File: config.mk
export PLATFORM = sky130hd
export DESIGN_NAME = ram_stream_reader
export DESIGN_NICKNAME = d
export VERILOG_FILES = /design/src/rtl/ram_stream_reader_pkg.sv /design/src/rtl/stream_fifo2.sv /design/src/rtl/ram_stream_reader.sv
export SDC_FILE = /design/constraint.sdc
export NUM_CORES = 1
export LEC_CHECK = 0
export BUFFER_PORTS_ARGS = -buffer_cell sky130_fd_sc_hd__buf_4
export CAP_MARGIN = 10
export CORE_UTILIZATION = 54
export DETAILED_ROUTE_END_ITERATION = 6
export PLACE_DENSITY = 0.81
export SYNTH_ARGS = -nofsm -noshare
export SYNTH_HDL_FRONTEND = slang
export SYNTH_HIERARCHICAL = 1
export SYNTH_SLANG_ARGS = --single-unit
export TNS_END_PERCENT = 1
File: constraint.sdc
create_clock -name clk -period 2.6 [get_ports clk]
set_clock_uncertainty 0.1 [all_clocks]
set_input_delay 0.52 -clock clk [delete_from_list [all_inputs] [get_ports clk]]
set_output_delay 0.52 -clock clk [all_outputs]
set_load 0.02 [all_outputs]
File: src/rtl/ram_stream_reader_pkg.sv
// Shared definitions for the RAM stream reader: FSM encoding and output buffer geometry.
// The output buffer depth is what bounds the number of outstanding reads.
package ram_stream_reader_pkg;

  typedef enum logic [1:0] {
    IDLE  = 2'd0,
    RUN   = 2'd1,
    DRAIN = 2'd2
  } state_t;

  localparam int unsigned BUF_DEPTH = 2;
  localparam int unsigned COUNT_W   = $clog2(BUF_DEPTH + 1);

endpackage

File: src/rtl/stream_fifo2.sv
// Two-entry output buffer for the stream reader; push while full and pop while empty are ignored.
// The head entry drives data directly, so it stays stable until it is popped.
module stream_fifo2
  import ram_stream_reader_pkg::*;
#(
  parameter int DATA_WIDTH = 8
) (
  input  logic                  clk,
  input  logic                  reset,
  input  logic                  push,
  input  logic                  pop,
  input  logic [DATA_WIDTH-1:0] wr_data,
  output logic [DATA_WIDTH-1:0] data,
  output logic [COUNT_W-1:0]    count,
  output logic                  full,
  output logic                  empty
);

  logic [DATA_WIDTH-1:0] mem [BUF_DEPTH];
  logic                  wr_ptr;
  logic                  rd_ptr;
  logic                  do_push;
  logic                  do_pop;

  assign full    = (count == COUNT_W'(BUF_DEPTH));
  assign empty   = (count == '0);
  assign data    = mem[rd_ptr];
  assign do_push = push && !full;
  assign do_pop  = pop && !empty;

  always_ff @(posedge clk) begin
    if (reset) begin
      for (int i = 0; i < BUF_DEPTH; i++) mem[i] <= '0;
      wr_ptr <= 1'b0;
      rd_ptr <= 1'b0;
      count  <= '0;
    end else begin
      if (do_push) begin
        mem[wr_ptr] <= wr_data;
        wr_ptr      <= ~wr_ptr;
      end
      if (do_pop) rd_ptr <= ~rd_ptr;
      case ({do_push, do_pop})
        2'b10:   count <= count + COUNT_W'(1);
        2'b01:   count <= count - COUNT_W'(1);
        default: count <= count;
      endcase
    end
  end

endmodule

File: src/rtl/ram_stream_reader.sv
// Reads a burst of consecutive words from a synchronous-read RAM and presents them as a
// valid/ready stream, keeping at most two words buffered or in flight.
//
// Stream handshake: a word transfers in a cycle where m_valid and m_ready are both high;
// once m_valid rises, it and m_data hold until that transfer happens.
module ram_stream_reader
  import ram_stream_reader_pkg::*;
#(
  parameter int ADDR_WIDTH = 6,
  parameter int DATA_WIDTH = 8
) (
  input  logic                  clk,
  input  logic                  reset,
  input  logic                  start,
  input  logic [ADDR_WIDTH-1:0] base_addr,
  input  logic [ADDR_WIDTH:0]   len,
  output logic [ADDR_WIDTH-1:0] rd_addr,
  input  logic [DATA_WIDTH-1:0] rd_data,
  output logic [DATA_WIDTH-1:0] m_data,
  output logic                  m_valid,
  input  logic                  m_ready,
  output logic                  busy,
  output logic                  done_tick
);

  state_t                state;
  state_t                state_next;
  logic [ADDR_WIDTH-1:0] addr_q;
  logic [ADDR_WIDTH:0]   remaining_q;
  logic                  in_flight_q;
  logic                  zero_done_q;
  logic [COUNT_W-1:0]    buf_count;
  logic                  buf_full;
  logic                  buf_empty;
  logic [COUNT_W-1:0]    occupancy;
  logic                  accept;
  logic                  pop;
  logic                  issue;
  logic                  last_issue;
  logic                  drain_done;

  assign accept    = (state == IDLE) && start;
  assign pop       = m_valid && m_ready;
  assign occupancy = buf_count + COUNT_W'(in_flight_q);

  // Issue while there is room for the returning word; a full slot count is fine only if a
  // word leaves this cycle (full buffer plus an in-flight word is the one case excluded).
  assign issue = (state == RUN) && (remaining_q != '0) &&
                 ((occupancy < COUNT_W'(BUF_DEPTH)) || (pop && !(buf_full && in_flight_q)));
  assign last_issue = issue && (remaining_q == {{ADDR_WIDTH{1'b0}}, 1'b1});
  assign drain_done = (state == DRAIN) && !in_flight_q &&
                      (buf_empty || ((buf_count == COUNT_W'(1)) && pop));

  assign rd_addr   = addr_q;
  assign m_valid   = !buf_empty;
  assign busy      = (state != IDLE);
  assign done_tick = zero_done_q || drain_done;

  always_comb begin
    state_next = state;
    case (state)
      IDLE:    if (accept && (len != '0)) state_next = RUN;
      RUN:     if (last_issue) state_next = DRAIN;
      DRAIN:   if (drain_done) state_next = IDLE;
      default: state_next = IDLE;
    endcase
  end

  always_ff @(posedge clk) begin
    if (reset) begin
      state       <= IDLE;
      addr_q      <= '0;
      remaining_q <= '0;
      in_flight_q <= 1'b0;
      zero_done_q <= 1'b0;
    end else begin
      state       <= state_next;
      in_flight_q <= issue;
      zero_done_q <= accept && (len == '0);
      // An empty burst leaves the address counter where it was.
      if (accept && (len != '0)) begin
        addr_q      <= base_addr;
        remaining_q <= len;
      end else if (issue) begin
        addr_q      <= addr_q + 1'b1;
        remaining_q <= remaining_q - 1'b1;
      end
    end
  end

  stream_fifo2 #(
    .DATA_WIDTH(DATA_WIDTH)
  ) u_buf (
    .clk    (clk),
    .reset  (reset),
    .push   (in_flight_q),
    .pop    (pop),
    .wr_data(rd_data),
    .data   (m_data),
    .count  (buf_count),
    .full   (buf_full),
    .empty  (buf_empty)
  );

endmodule

Word level (Yosys, flattened, before mapping). Memories as Yosys holds them, arrays and structs flattened. A register that Yosys moved wholly into a read port is not among the register bits. Index checks and enable logic that the tools add are counted.

Register bits: 21. Logic and storage cells: 77. Output and inout bits: 17. RAM bits: 16. Memories: 1.

Memories: u_buf.mem (depth 2, width 8, rd ports 1, clocked after memory_dff 1, write ports 2, RTL line stream_fifo2.sv:19) `logic [DATA_WIDTH-1:0] mem [BUF_DEPTH];`.

$lt $le $gt $ge: 1. Bitwise logic cells: 2. Reductions and logical operators: 31. Mux-type cells: 19. Eq/ne operators: 10. Add/sub/neg operators: 5.

Operators with widths (number): logical AND 1 bit (14); two-way mux 7 bit (2); nonzero test 7 bit (2); two-way mux 6 bit (2); two-way mux 1 bit (9); two-way mux 8 bit (1); OR reduction 8 bit (1); == test 7 x 1 -> 1 bit, second input constant (1); zero test 7 bit (1); subtractor 7 x 1 -> 7 bit, second input constant (1); adder 6 x 1 -> 6 bit, second input constant (1); == test 2 x 1 -> 1 bit, second input constant (3); == test 2 bit, second input constant (3); two-way mux 2 bit (3); case mux 2 bit (3 select lines) (1); nonzero test 2 bit (3); zero test 1 bit (4); zero test 2 bit (2); != test 2 bit, second input constant (2); case mux 2 bit (2 select lines) (1); logical OR 1 bit (3); AND reduction 3 bit (1); adder 2 x 1 -> 2 bit (1); adder 2 x 1 -> 2 bit, second input constant (1); other kinds (4) (5).

Depth between registers and ports, before layout. Gate-level depths: netlist of the first run.

Word-level depth: 9. Mapped depth: 7. Depth with buffers taken out: 7.

Hierarchy. The synthesis of the first run kept the hierarchy.

By module, submodules not included: ram_stream_reader (instances 1, area an instance 1134.8 µm², cells an instance 133); stream_fifo2 (instances 1, area an instance 935.9 µm², cells an instance 78).

Worst setup path after synthesis of the first run. OpenSTA, ideal clock, no wires.

Kind: register to register. From: reg u_buf.count[1]. To: reg addr_q[1], in the netlist rd_addr[1]. Setup slack: 705 ps. Data required time: 2409 ps. Period minus slack after synthesis: 1895 ps. Setup time: 91 ps. Arrival time: 1704 ps. Stages on the path, launching flop included: 8. Path buffers: 1. Cells stage by stage: dfxtp_1 > or2b_1 > inv_2 > nand2_1 > a211oi_2 > buf_4 > o21ai_0 > a311oi_1.

Word-level cells in the longest chain between the ends: 7. Elaborated cells between the ends (all ways): 12.

RTL lines: start, declared (RTL line stream_fifo2.sv:14) `output logic [COUNT_W-1:0] count,`; start signal, assigned (RTL line stream_fifo2.sv:44) `2'b10: count <= count + COUNT_W'(1);`; start signal, assigned (RTL line stream_fifo2.sv:45) `2'b01: count <= count - COUNT_W'(1);`; start signal, assigned (RTL line stream_fifo2.sv:46) `default: count <= count;`; == test 2 bit (RTL line stream_fifo2.sv:25) `assign full = (count == COUNT_W'(BUF_DEPTH));`; named net buf_full (RTL line ram_stream_reader.sv:33) `logic buf_full;`; logical AND 1 bit (RTL line ram_stream_reader.sv:49) `((occupancy < COUNT_W'(BUF_DEPTH)) || (pop && !(buf_full && in_flight_q)));`; zero test 1 bit (RTL line ram_stream_reader.sv:49); logical AND 1 bit (RTL line ram_stream_reader.sv:49); logical OR 1 bit (RTL line ram_stream_reader.sv:49); logical AND 1 bit (RTL line ram_stream_reader.sv:48) `assign issue = (state == RUN) && (remaining_q != '0) &&`; nonzero test 2 bit (no line); end signal, assigned (RTL line ram_stream_reader.sv:82) `addr_q <= base_addr;`; end signal, assigned (RTL line ram_stream_reader.sv:85) `addr_q <= addr_q + 1'b1;`; end, declared (RTL line ram_stream_reader.sv:28) `logic [ADDR_WIDTH-1:0] addr_q;`.

The timed path passes the listed nets, and every way through them passes these cells. A chain may end at the register's enable or synchronous reset.

Worst setup path after layout of the first run.
From: reg remaining_q[0]. To: reg addr_q[4], in the netlist rd_addr[4].

Word-level cells in the longest chain between the ends: 4.

RTL lines: start, declared (RTL line ram_stream_reader.sv:29) `logic [ADDR_WIDTH:0] remaining_q;`; start signal, assigned (RTL line ram_stream_reader.sv:83) `remaining_q <= len;`; start signal, assigned (RTL line ram_stream_reader.sv:86) `remaining_q <= remaining_q - 1'b1;`; nonzero test 7 bit (RTL line ram_stream_reader.sv:48); logical AND 1 bit (2 in series) (RTL line ram_stream_reader.sv:48); nonzero test 2 bit (no line).

No other way between the ends.

==> results of run 1 <==
-- cell families (layout without fill, tap and decap cells) --
kind of cell    count (synthesis)  after routing  synth area share [%]
fa+ha+maj                       4              4                  2.42
flops                          38             38                  44.5
mux                             8              8                  4.35
xor+xnor                        3              3                  1.27
simple gates                   87             87                  23.1
buf+inv                        20             64                  4.95
compound gates                 51             51                  19.4
-- routing by layer --
metal  up-vias  wire [um]
met5         -          0
met4         0        123
met3        11        240
met2        58       2230
met1       827       1970
li1        875          -
-- worst max path at each step --
stage | slack [ns] | startpoint | endpoint | cells after the start
floorplan | 0.71 | u_buf/count[1] | rd_addr[1] | 7
global placement | 0.38 | len[3] | remaining_q[3] | 5
detailed placement | 0.31 | len[3] | remaining_q[0] | 5
CTS | 0.43 | remaining_q[0] | rd_addr[4] | 6
global route | 0.34 | remaining_q[0] | rd_addr[4] | 6
finish | 0.41 | remaining_q[0] | rd_addr[4] | 6
-- synthesized netlist by cell type (all sizes together), types with 3 or more instances --
library cell,instances
clkbuf,6
nand4,3
nand2,11
nor3,4
edfxtp,16
a21oi,8
ha,4
o311ai,3
nor3b,3
o21ai,6
dfxtp,22
o21a,3
inv,9
o2111ai,4
mux2,8
nand2b,12
a311oi,5
nand3,8
or3,4
o211ai,5
a31oi,5
nor2,26
buf,5
or4,4
-- report_power, final --
| group | internal, mW | switching [mW] |
|---|---|---|
| Sequential | 0.672 | 0.0492 |
| Combinational | 0.163 | 0.203 |
| Clock | 0.380 | 0.210 |
| Total | 1.21 | 0.462 |
-- flip-flops by register name (all words and copies together) (netlist names), named ones only --
signal and count:
u_buf/mem 16, rd_addr 6, u_buf/count 2, in_flight_q 1
u_buf/wr_ptr 1, zero_done_q 1, state 2, u_buf/rd_ptr 1
remaining_q 7
-- worst reg2reg max path: stages (launching register included) --
cell and delay [ns]:
dfxtp_1 0.43, inv_1 0.08, ha_1 0.24, nor4b_2 0.19, a21o_1 0.29, or4_1 0.50, a311oi_1 0.27
-- area by class of cell --
type	count	area share, %
multi-input combinational	153	41.1
tap	48	2.36
clock inverter	3	2.50
inverter	9	1.33
sequential	38	36.1
clock buffer	5	2.70
timing repair buffer	47	13.9
==> flow_metrics.py, run 1 <==
metrics = {
    "outcome": {
        "status": "complete, no violations",
    },
    "pwr": {
        "p_leak_nw": 0.997,
        "peakVddDrop_uv": 473,
        "p_per_area_nw_per_um2": 658,
        "p_total_mw": 1.68,
    },
    "yosys": {
        "ys_top_cells_by_area": "edfxtp_1 23%, dfxtp_1 21%, nor2_1 4.5%",
        "netlist_area_sq_um": 2070,
        "synth_top_cell_by_area": "edfxtp_1",
        "synth_nets": 240,
        "avgSynthCellArea_sq_um": 9.81,
        "seq_area_frac_synth_pct": 44.5,
        "yosysTopAreaCellShare_pct": 23.2,
        "yosysWarningCount": 6,
        "synth-edff-count": 16,
        "ys_ff_latch": 38,
        "ys.flop_type": "dfxtp_1",
        "syn_inst": 211,
        "synth-async-reset-ratio_pct": 0,
        "synth.distinct_cells": 56,
    },
    "setup_path": {
        "r2r_end": "rd_addr[4]",
        "startpoint_type": "flop",
        "max_stage_delay_ns": 0.50,
        "cp_max_fo": 9,
        "crit_arrival_ns": 2.30,
        "crit_slowest_cell": "or4_1",
        "r2r_start": "remaining_q[0]",
        "ff2ff_setup_slack_ns": 0.41,
        "crit_required_ns": 2.71,
        "crit_chain": "inv_1 > ha_1 > nor4b_2 > a21o_1 > or4_1 > a311oi_1",
        "cp_top_family": "simple AND/OR/NAND/NOR gates",
        "worstSetupPathType": "reg2reg",
        "r2r_cells": 6,
        "path_buf_inv": 1,
        "crit_path_end_kind": "flop",
    },
    "sta": {
        "setup_ws_ns": 0.413,
        "rsz0062_at_grt": "false",
        "maxSlewHeadroom_pct": 62.5,
        "hold_viol": 0,
        "final_max_slew_viol_count": 0,
        "finalCriticalPeriod_ns": 2.19,
        "fmax_mhz": 457,
        "tightestPinTransition_ns": 0.561,
        "whs_ns": 0.410,
        "setup_tns_ns": 0,
        "setup_viol": 0,
        "finalCritPeriodShare_pct": 84.1,
    },
    "drt": {
        "detail-route-antenna-nets": 0,
        "totalWireLength_um": 4560,
        "dr.pass1.iters": 4,
        "viasPerCell": 5.84,
        "drcViolationCount": 0,
        "first_iter_violations": 155,
        "dr_total_vias": 1771,
        "routedWlPerCell_um": 15.1,
    },
    "finish": {
        "finalNonFillerCells": 303,
        "fillCellCount": 296,
        "finalCoreUtilization_pct": 69.6,
        "multi_input_area_sq_um": 1050,
        "seqCellArea_sq_um": 921,
        "final_cell_area_sq_um": 2550,
        "n_antenna_cell": 0,
        "fin_nets": 283,
        "layout_commonest_cell": "buf_4",
        "layout_common_cells": "47 x buf_4, 25 x nor2_1, 22 x dfxtp_1",
        "drive_above_1_share_pct": 30.2,
        "syn_to_final_growth_pct": 23.0,
    },
    "placement": {
        "place_ws_ns": 0.311,
        "dpl.cell_count": 295,
        "dpl-instance-area_sq_um": 2410,
        "io_buffers": 41,
        "hpwl_um": 3240,
        "gp_congestion": 0.858,
    },
    "floorplanning": {
        "top_level_ports": 42,
        "fp.coreArea_sq_um": 3660,
        "core.rowCount": 22,
        "die_h_um": 63.9,
        "die_area_sq_um": 4090,
        "start_util_pct": 56.6,
        "die_w_um": 63.9,
    },
    "worst_hold_path": {
        "whs_endpoint": "rd_addr[1]",
        "holdPathStages": 3,
        "hp-start": "base_addr[1]",
        "hold_path_class": "in2reg",
    },
    "global_route": {
        "use_met3_pct": 3.39,
        "grt_pass1_vias": 1727,
        "grt_max_degree": 35,
        "grt_use_met2_pct": 40.6,
        "grt_util_all_layers_pct": 23.8,
        "antenna_found_initial": 0,
        "use_met1_pct": 28.2,
        "grt_pass1_wl_um": 7460,
        "grt.busiest_layer": "met2",
        "grt_overflow_total": 0,
    },
    "clock_tree": {
        "htreeDepth": 2,
        "cts-root-buf": "clkbuf_8",
        "post_cts_buffers": 0,
        "cts-buffers-inserted": 5,
        "clock_path_buffers": 2,
        "cts_hold_buffers": 0,
        "clk_latency_ns": 0.30,
        "cts.sinks": 38,
        "post_cts_resized": 0,
        "clkTransAtPathRegs_ns": 0.08,
        "cts_tree": "yes",
    },
    "run": {
        "cap_violations": 0,
    },
}
(Power assumes the default switching activity.)
==> run 2, diff against run 1 <==
- CORE_UTILIZATION: 54 -> 49
- PLACE_DENSITY: 0.81 -> 0.77
- clock period: 2.6 -> 2 ns (I/O delays scaled with it)
==> run 2 against run 1 <==
  * Die area up 9.9%
  * Cell count grew 4.6%
  * Non-clock buffer count rose by 12
  * Critical endpoint is now remaining_q[0]
  * Via count increased by 2.7%
  * First-iteration DRC count decreased by 44%
==> flow_metrics.py, run 2 (synthesized netlist as in run 1, its figures left out) <==
metrics = {
    "outcome": {
        "status": "complete, no violations",
    },
    "finish": {
        "fin_nets": 295,
        "seqCellArea_sq_um": 927,
        "drive_above_1_share_pct": 36.3,
        "final_cell_area_sq_um": 2670,
        "largest_reg_flops": 16,
        "fillCellCount": 336,
        "top_register": "u_buf/mem",
        "n_antenna_cell": 0,
        "layout_common_cells": "57 x buf_4, 25 x nor2_1, 19 x dfxtp_1",
        "syn_to_final_growth_pct": 28.7,
        "layout_commonest_cell": "buf_4",
        "multi_input_area_sq_um": 1070,
    },
    "pwr": {
        "p_per_area_nw_per_um2": 797,
        "peakVddDrop_uv": 628,
        "p_leak_nw": 1.07,
        "p_total_mw": 2.12,
    },
    "setup_path": {
        "max_stage_delay_ns": 0.48,
        "path_buf_inv": 1,
        "r2r_cells": 6,
        "crit_slowest_cell": "a211o_2",
        "crit_chain": "or2b_1 > inv_2 > nand2_1 > a211o_2 > a221oi_2 > a311oi_1",
        "path_depth": 6,
        "cp_max_fo": 13,
        "crit_arrival_ns": 1.97,
        "cp_top_family": "compound AO/OA/AOI/OAI gates",
        "ff2ff_setup_slack_ns": 0.1,
        "crit_required_ns": 2.06,
        "startpoint_type": "flop",
        "crit_path_end_kind": "flop",
        "worstSetupPathType": "reg2reg",
    },
    "clock_tree": {
        "clkTransAtPathRegs_ns": 0.08,
        "clock_path_buffers": 2,
        "cts-root-buf": "clkbuf_8",
        "cts_tree": "yes",
        "cts-buffers-inserted": 5,
        "cts.sinks": 38,
        "post_cts_buffers": 0,
        "cts_hold_buffers": 0,
        "clk_latency_ns": 0.29,
        "htreeDepth": 2,
    },
    "placement": {
        "gp_congestion": 0.903,
        "io_buffers": 41,
        "place_ws_ns": 0.00507,
        "dpl-instance-area_sq_um": 2520,
        "hpwl_um": 3490,
    },
    "floorplanning": {
        "die_w_um": 67.0,
        "start_util_pct": 51.4,
        "top_level_ports": 42,
        "fp.coreArea_sq_um": 4030,
        "die_h_um": 67.0,
        "core.rowCount": 23,
        "die_area_sq_um": 4490,
    },
    "sta": {
        "tightestPinTransition_ns": 0.447,
        "finalCritPeriodShare_pct": 95.1,
        "finalCriticalPeriod_ns": 1.90,
        "setup_viol": 0,
        "final_max_slew_viol_count": 0,
        "setup_ws_ns": 0.0976,
        "maxSlewHeadroom_pct": 69.9,
        "setup_tns_ns": 0,
        "rsz0062_at_grt": "false",
        "fmax_mhz": 526,
        "hold_viol": 0,
        "whs_ns": 0.250,
    },
    "global_route": {
        "grt_max_degree": 20,
        "grt_util_all_layers_pct": 23.0,
        "grt_overflow_total": 0,
        "grt_pass1_vias": 1609,
        "grt_pass1_wl_um": 7610,
        "antenna_found_initial": 0,
    },
    "drt": {
        "dr_total_vias": 1819,
        "viasPerCell": 5.74,
        "routedWlPerCell_um": 15.4,
        "totalWireLength_um": 4900,
        "dr.pass1.iters": 4,
        "detail-route-antenna-nets": 0,
        "drcViolationCount": 0,
        "first_iter_violations": 87,
    },
    "worst_hold_path": {
        "hold_path_class": "in2reg",
        "holdPathStages": 2,
    },
    "run": {
        "cap_violations": 0,
    },
}
## run 2: metrics by stage
step                      cells  util [%]
after floorplan             211         -
after detailed placement    309      62.5
after global placement      309      62.5
after global routing        317      66.1
final                       317      66.1
after CTS                   317      65.3
## run 2: worst paths after layout
path                  start              to
max          u_buf/count[1]  remaining_q[0]
min                   reset    u_buf/wr_ptr
max reg2reg  u_buf/count[1]  remaining_q[0]
min reg2reg  remaining_q[1]  remaining_q[1]
## run 2: cell type report
class / instances / area share (%)
timing repair buffer: 59 / 17.2
sequential: 38 / 34.8
multi-input combinational: 153 / 40.3
clock buffer: 5 / 2.58
clock inverter: 3 / 1.50
inverter: 9 / 1.27
tap: 50 / 2.35
## run 2: power by group
group	internal, mW	switching [mW]	total (mW)
logic	0.260	0.292	0.552
clock network	0.367	0.276	0.643
registers	0.874	0.0552	0.929
total	1.50	0.623	2.12
## run 2: layer usage
metal  track usage (%)  up-vias  routed length [um]
met5                 0        -                   0
met4              7.71        0                  75
met3              4.45        9                 173
met2              40.1       42                2510
met1              27.9      868                2140
li1                  -      900                   -
## run 2: repair_timing
action	in CTS	in global routing
pin swaps	0	2
setup endpoints to repair	1	7
gates resized for setup	1	9
==> run 3, diff against run 2 <==
- CAP_MARGIN: 10 -> 5
- CORE_UTILIZATION: 49 -> 45
- PLACE_DENSITY: 0.77 -> 0.72
==> run 3 against run 2 <==
  * Non-clock buffer count is 3 higher
  * Routed wire length is 1.2% higher
  * Via count is 0.11% lower
  * Cell count is 1.6% higher
  * Register-to-register slack hardly changed
  * Die area is 8.6% higher
  * Global-route usage is 1.8 points lower
  * Maximum frequency is 1.8% lower
  * Clock-buffer cell count stayed put
==> flow_metrics.py, run 3 (synthesized netlist as in run 1, its figures left out) <==
metrics = {
    "sta": {
        "setup_viol": 0,
        "whs_ns": 0.289,
        "hold_viol": 0,
        "setup_tns_ns": 0,
        "rsz0062_at_grt": "true",
        "finalCritPeriodShare_pct": 96.9,
        "setup_ws_ns": 0.0623,
        "finalCriticalPeriod_ns": 1.94,
        "final_max_slew_viol_count": 0,
        "tightestPinTransition_ns": 0.565,
        "maxSlewHeadroom_pct": 62.0,
        "fmax_mhz": 516,
    },
    "setup_path": {
        "crit_path_end_kind": "primary output",
        "crit_required_ns": 1.50,
        "cp_max_fo": 7,
        "ff2ff_setup_slack_ns": 0.10,
        "startpoint_type": "flop",
        "crit_arrival_ns": 1.44,
        "worstSetupPathType": "reg2out",
    },
    "drt": {
        "viasPerCell": 5.64,
        "detail-route-antenna-nets": 0,
        "drcViolationCount": 0,
        "dr_total_vias": 1817,
        "routedWlPerCell_um": 15.4,
        "first_iter_violations": 102,
        "dr.pass1.iters": 4,
        "totalWireLength_um": 4950,
    },
    "finish": {
        "n_antenna_cell": 0,
        "layout_commonest_cell": "buf_4",
        "syn_to_final_growth_pct": 29.5,
        "fin_nets": 298,
        "top_register": "u_buf/mem",
        "finalNonFillerCells": 322,
        "layout_common_cells": "61 x buf_4, 25 x nor2_1, 19 x dfxtp_1",
        "drive_above_1_share_pct": 36.7,
        "largest_reg_flops": 16,
    },
    "global_route": {
        "grt_pass1_wl_um": 8100,
        "antenna_found_initial": 0,
        "grt_max_degree": 20,
        "grt_overflow_total": 0,
        "grt_util_all_layers_pct": 21.2,
        "grt_pass1_vias": 1724,
    },
    "clock_tree": {
        "htreeDepth": 2,
        "clk_latency_ns": 0.29,
        "clkTransAtPathRegs_ns": 0.08,
        "cts-root-buf": "clkbuf_8",
        "cts.sinks": 38,
        "clock_path_buffers": 2,
        "cts_tree": "yes",
        "cts-buffers-inserted": 5,
    },
    "placement": {
        "place_ws_ns": 0.0494,
        "gp_congestion": 0.857,
        "io_buffers": 41,
        "dpl.cell_count": 312,
        "hpwl_um": 3550,
    },
    "run": {
        "cap_violations": 0,
    },
    "pwr": {
        "internal_power_mw": 1.50,
        "p_total_mw": 2.13,
        "peakVddDrop_uv": 403,
        "seqPwrFrac_pct": 43.7,
        "p_leak_nw": 1.06,
        "clkPwrFrac_pct": 30.6,
        "p_switching_mw": 0.624,
        "comb_power_share_pct": 25.7,
        "p_per_area_nw_per_um2": 794,
        "p_sw_share_pct": 29.3,
    },
    "floorplanning": {
        "core.rowCount": 24,
        "top_level_ports": 42,
        "die_w_um": 69.8,
        "die_area_sq_um": 4880,
        "die_h_um": 69.8,
        "start_util_pct": 47.2,
        "fp.coreArea_sq_um": 4380,
    },
    "worst_hold_path": {
        "hold_path_class": "in2reg",
    },
    "outcome": {
        "status": "complete, no violations",
    },
}
## run 3: final timing paths
kind,from,to,cells after the start
worst max-delay path,u_buf/count[0],done_tick,6
worst min-delay path,len[1],remaining_q[1],3
worst max register to register,remaining_q[1],rd_addr[4],6
worst min register to register,u_buf/wr_ptr,u_buf/wr_ptr,2
## run 3: power groups by stage
| stage | sequential [mW] | clock [mW] | combinational (mW) |
|---|---|---|---|
| after floorplan | 0.951 | 0 | 0.307 |
| after global placement | 0.945 | 0 | 0.523 |
| after detailed placement | 0.945 | 0 | 0.530 |
| after CTS | 0.930 | 0.664 | 0.534 |
| after global routing | 0.940 | 0.697 | 0.595 |
| final | 0.930 | 0.650 | 0.548 |
## run 3: critical path, cell delays in order (launching register included)
cell and delay (ns):
dfxtp_4 0.38, nor2_1 0.07, buf_4 0.13, a31oi_2 0.17, nor2_1 0.06, a21o_1 0.18, buf_4 0.16
## run 3: through the flow
stage | cell area, sq um | utilization [%]
floorplan | 2070 | -
global route | 2680 | 61.2
CTS | 2650 | 60.5
detailed placement | 2530 | 57.7
finish | 2680 | 61.2
global placement | 2530 | 57.7
## run 3: per-layer routing
layer	share of wire (%)	vias up	track usage (%)
met2	45	66	32.3
met5	0	-	0
li1	-	905	-
met4	1.4	0	8.89
met1	47	841	29.5
met3	6.4	5	3.92
## run 3: cell type report
type | count | area, sq um
fillers | 369 | 1700
multi-input cells | 153 | 1060
flip-flops and latches | 38 | 930
repair buffers | 62 | 478
clock buffers | 5 | 68.8
well taps | 52 | 65.1
clock inverters | 3 | 45.0
inverters | 9 | 33.8
## run 3: repair_timing
action / in CTS / in global routing
buffers inserted: 0 / 2
endpoints found under the setup margin: 1 / 6
hold buffers: 0 / 0
gates resized for setup: 3 / 5
